**src/rtl/counter_sched.sv**
```systemverilog
// counter_sched: round-robin two-client scheduler that fires the counter's tr/mode and waits for cf.
// Latency: gnt/tr/mode one edge after req; backpressure: level req is held until done, ignored while busy.
module counter_sched #(
  parameter int TIMEOUT = 64
) (
  input  logic clk,
  input  logic reset,
  input  logic req0,
  input  logic req1,
  input  logic mode0,
  input  logic mode1,
  input  logic cf,
  output logic tr,
  output logic mode,
  output logic gnt0,
  output logic gnt1,
  output logic done0,
  output logic done1,
  output logic timeout_err,
  output logic busy
);

  localparam int TW = $clog2(TIMEOUT);
  localparam logic [TW-1:0] CNT_MAX = TW'(TIMEOUT - 1);

  typedef enum logic [1:0] {
    S_IDLE,
    S_ISSUE,
    S_WAIT,
    S_DONE
  } state_t;

  state_t        state, state_nxt;
  logic [TW-1:0] cnt, cnt_nxt;
  logic          last, last_nxt;
  logic          owner, owner_nxt;
  logic          pick;
  logic          tr_nxt, mode_nxt, gnt0_nxt, gnt1_nxt;
  logic          done0_nxt, done1_nxt, timeout_err_nxt, busy_nxt;

  always_comb begin
    state_nxt       = state;
    cnt_nxt         = cnt;
    last_nxt        = last;
    owner_nxt       = owner;
    tr_nxt          = 1'b0;
    mode_nxt        = mode;
    gnt0_nxt        = gnt0;
    gnt1_nxt        = gnt1;
    done0_nxt       = 1'b0;
    done1_nxt       = 1'b0;
    timeout_err_nxt = 1'b0;
    // On a tie the client that did not win last time gets the counter.
    pick            = (req0 && req1) ? ~last : req1;

    case (state)
      S_IDLE: begin
        if (req0 || req1) begin
          owner_nxt = pick;
          last_nxt  = pick;
          mode_nxt  = pick ? mode1 : mode0;
          gnt0_nxt  = ~pick;
          gnt1_nxt  = pick;
          tr_nxt    = 1'b1;
          state_nxt = S_ISSUE;
        end
      end
      S_ISSUE: begin
        cnt_nxt   = '0;
        state_nxt = S_WAIT;
      end
      S_WAIT: begin
        if (cf || (cnt == CNT_MAX)) begin
          done0_nxt       = ~owner;
          done1_nxt       = owner;
          timeout_err_nxt = ~cf;
          gnt0_nxt        = 1'b0;
          gnt1_nxt        = 1'b0;
          state_nxt       = S_DONE;
        end else begin
          cnt_nxt = cnt + 1'b1;
        end
      end
      S_DONE: begin
        gnt0_nxt  = 1'b0;
        gnt1_nxt  = 1'b0;
        state_nxt = S_IDLE;
      end
      default: state_nxt = S_IDLE;
    endcase

    busy_nxt = (state_nxt != S_IDLE);
  end

  always_ff @(posedge clk or posedge reset) begin
    if (reset) begin
      state       <= S_IDLE;
      cnt         <= '0;
      last        <= 1'b1;
      owner       <= 1'b0;
      tr          <= 1'b0;
      mode        <= 1'b0;
      gnt0        <= 1'b0;
      gnt1        <= 1'b0;
      done0       <= 1'b0;
      done1       <= 1'b0;
      timeout_err <= 1'b0;
      busy        <= 1'b0;
    end else begin
      state       <= state_nxt;
      cnt         <= cnt_nxt;
      last        <= last_nxt;
      owner       <= owner_nxt;
      tr          <= tr_nxt;
      mode        <= mode_nxt;
      gnt0        <= gnt0_nxt;
      gnt1        <= gnt1_nxt;
      done0       <= done0_nxt;
      done1       <= done1_nxt;
      timeout_err <= timeout_err_nxt;
      busy        <= busy_nxt;
    end
  end

endmodule

```
**config.mk**
```make
export PLATFORM = sky130hd
export DESIGN_NAME = counter_sched
export DESIGN_NICKNAME = d
export VERILOG_FILES = /design/src/rtl/counter_sched.sv
export SDC_FILE = /design/constraint.sdc
export NUM_CORES = 1
export LEC_CHECK = 0
export ABC_AREA = 1
export BUFFER_PORTS_ARGS = -buffer_cell sky130_fd_sc_hd__buf_2
export CORE_MARGIN = 2
export CORE_UTILIZATION = 35
export CTS_CLUSTER_DIAMETER = 100
export CTS_CLUSTER_SIZE = 20
export DETAILED_ROUTE_END_ITERATION = 8
export SLEW_MARGIN = 30
export SYNTH_ARGS = -nofsm -noshare
export SYNTH_HDL_FRONTEND = slang
export SYNTH_SLANG_ARGS = --single-unit
```
**constraint.sdc**
```tcl
create_clock -name clk -period 1.2 [get_ports clk]
set_input_delay 0.24 -clock clk [delete_from_list [all_inputs] [get_ports clk]]
set_output_delay 0.24 -clock clk [all_outputs]
set_load 0.005 [all_outputs]
```
==> results.sh <==
export IMPL_gp_congestion=0.779
export IMPL_cts_root_buffer="clkbuf_4"
export IMPL_required_ns=1.40
export IMPL_critical_path_class="reg -> reg"
export IMPL_grt_usage=0.149
export IMPL_die_area_um2=3060
export IMPL_dp_hpwl_um=1560
export IMPL_intPower_mw=1.70
export IMPL_drv_slew=0
export IMPL_ir_worst_vdd_mv=1.46
export IMPL_power_frac_comb=0.522
export IMPL_rows=18
export IMPL_violations="setup timing"
export IMPL_critical_path_top_delay_family="flip-flops"
export IMPL_nets=161
export IMPL_timing_final_ws_setup_ns=-0.0435
export IMPL_area_delta_synth_final_pct=44.6
export IMPL_syn_nets=122
export IMPL_yosys_warnings=0
export IMPL_ios=15
export IMPL_synthCells=108
export IMPL_rsz0062_at_grt="yes"
export IMPL_cts_tree="built"
export IMPL_worst_slew_pin_slew_ns=0.418
export IMPL_layout_drive_gt1_share=0.473
export IMPL_drc_errors=0
export IMPL_reg2reg_from="cnt[1]"
export IMPL_dp_slack_ns=-0.142
export IMPL_outcome="finished, violations left"
export IMPL_grt_pass1_wl_um=3620
export IMPL_overflow=0
export IMPL_mostFrequentLayoutCell="nand2_1"
export IMPL_period_needed_ns=1.24
export IMPL_cts_sinks=18
export IMPL_skew_ns=0.0110
export IMPL_rrSetupSlack_ns=-0.04
export IMPL_min_path_type="in -> reg"
export IMPL_core_um2=2480
export IMPL_timing_fmax_ghz=0.804
export IMPL_p_per_area_nw_per_um2=2100
export IMPL_fin_area_um2=1330
export IMPL_cp_max_fo=3
export IMPL_fp_dieH_um=55.3
export IMPL_crit_path_end_kind="flip-flop"
export IMPL_maxSlewHeadroom=0.720
export IMPL_drt_iter0_markers=6
export IMPL_path_cells="ha_4 > nand3_1 > buf_4 > xor2_1 > o21ai_2"
export IMPL_cts_buffer_depth=2
export IMPL_seq_power_share=0.343
export IMPL_routed_wl_um=2100
export IMPL_pwr_share_clk=0.135
export IMPL_whs_endpoint="mode"
export IMPL_initial_core_util=0.372
export IMPL_netlist_area_um2=922
export IMPL_crit_slowest_cell="dfrtp_1"
export IMPL_placedCellCount=167
export IMPL_rr_worst_depth=5
export IMPL_grt_antenna_before_repair=0
export IMPL_worst_ep_arrival_time_ns=1.44
export IMPL_finalSetupViolCount=11
export IMPL_clkSlewWorstSetupHoldPaths_ns=0.11
export IMPL_die_w_um=55.3
export IMPL_portBuffers=14
export IMPL_p_leak_nw=0.669
export IMPL_cpPeakStageDelay_ns=0.43
export IMPL_hold_depth=3
export IMPL_grt_max_degree=19
export IMPL_clk_latency_ns=0.29
export IMPL_first_global_vias=878
export IMPL_cp_buffers_inverters=1
export IMPL_critPathLaunchType="flip-flop"
export IMPL_route_antenna_remaining_nets=0
export IMPL_wire_per_inst_um=11.9
export IMPL_dr_pass1_iters=4
export IMPL_hold_viol=0
export IMPL_cts_buffers=3
export IMPL_final_cell_mix="23 x nand2_1, 17 x dfrtp_1, 17 x buf_4, 14 x buf_2, 9 x inv_1"
export IMPL_ys_ff_latch=18
export IMPL_swShare=0.394
export IMPL_hold_start="mode1"
export IMPL_vias_per_cell=4.67
export IMPL_vias=822
export IMPL_diodes=0
export IMPL_p_sw_mw=1.11
export IMPL_cts_max_level=1
export IMPL_max_cap_viol_count=0
export IMPL_ys_types=18
export IMPL_final_cells=176
export IMPL_syn_area_per_cell_um2=8.54
export IMPL_min_period_over_period=1.04
export IMPL_ys_seq_area_frac=0.490
export IMPL_place_area_um2=1170
export IMPL_worstReg2RegEnd="cnt[4]"
## registers in the layout, indices dropped and copies added, names as in the netlist
signal and flops:
owner 1, mode 1, done0 1, gnt0 1
last 1, state 2, gnt1 1, busy 1
cnt 6, tr 1, done1 1, timeout_err 1
## timing repair
item / in CTS / in global routing
pin swaps: 11 / 5
gates resized for setup: 20 / 7
endpoints found under the hold margin: 17 / 0
cloned: 1 / 0
setup endpoints to repair: 14 / 16
buffers inserted: 3 / 0
hold buffers: 1 / 0
## per-layer routing
| metal | GRT usage | share of wire | vias to the layer above |
|---|---|---|---|
| met5 | 0 | 0 | - |
| met3 | 0.0328 | 0.019 | 4 |
| met1 | 0.156 | 0.40 | 394 |
| met2 | 0.282 | 0.56 | 7 |
| li1 | - | - | 417 |
| met4 | 0.0592 | 0.020 | 0 |
## synth_stat cells
master    number  area [um^2]
a21oi_1        1         5.00
a31oi_1        1         6.26
buf_6          1         11.3
dfrtp_1       17          425
dfstp_2        1         26.3
ha_1           7         87.6
inv_1         13         48.8
nand2_1       26         97.6
nand2_2        3         18.8
nand3_1       13         65.1
nand3b_1       1         7.51
nor2_1        12         45.0
nor2_2         2         12.5
nor3_1         1         5.00
o21ai_0        3         15.0
o21ai_1        2         10.0
o21ai_2        2         17.5
xor2_1         2         17.5
## worst min-delay path, stage by stage
cell,delay (ns)
buf_2,0.09
nand2_1,0.05
a31oi_1,0.07
## power by group through the flow
stage | clock (mW) | sequential, mW | combinational, mW
2_1_floorplan | 0 | 0.987 | 0.689
3_3_place_gp | 0 | 0.952 | 1.16
3_5_place_dp | 0 | 0.966 | 1.22
4_1_cts | 0.389 | 0.955 | 1.42
5_1_grt | 0.417 | 0.985 | 1.65
6_report | 0.379 | 0.961 | 1.46
## through the flow
step,hold WS (ns),utilization,setup TNS [ns],power (mW)
final,0.204,0.538,-0.318,2.80
after CTS,0.200,0.526,-0.367,2.76
after floorplan,0.178,-,-0.171,1.68
after global placement,0.268,0.472,-0.500,2.12
after detailed placement,0.274,0.472,-0.955,2.18
after global routing,0.204,0.538,-1.23,3.06
## worst max-delay path by stage
| stage | start | to | slack (ns) | depth (start not counted) |
|---|---|---|---|---|
| final | cnt[1] | cnt[4] | -0.04 | 5 |
| after global routing | cnt[1] | busy | -0.11 | 8 |
| after CTS | state[0] | cnt[2] | -0.05 | 7 |
| after detailed placement | state[1] | gnt1 | -0.14 | 6 |
| after global placement | cnt[0] | gnt1 | -0.1 | 8 |
| after floorplan | state[0] | cnt[0] | -0.03 | 8 |
## cell families (layout without fill, tap and decap cells)
logic type | Yosys count | after routing | synth area share
buffers and inverters | 14 | 51 | 0.0651
adder cells (fa/ha/maj) | 7 | 7 | 0.0950
AO/OA/AOI/OAI | 9 | 9 | 0.0583
XOR/XNOR | 2 | 2 | 0.0190
AND/OR/NAND/NOR | 58 | 59 | 0.273
flip-flops | 18 | 18 | 0.490
## final cells by class
| cell class | instances | area (um^2) |
|---|---|---|
| multi-input cells | 77 | 527 |
| clock buffers | 4 | 36.3 |
| fillers | 231 | 1140 |
| well taps | 30 | 37.5 |
| flip-flops and latches | 18 | 452 |
| repair buffers | 34 | 230 |
| inverters | 13 | 51.3 |
Power figures use the tool's default switching activity.
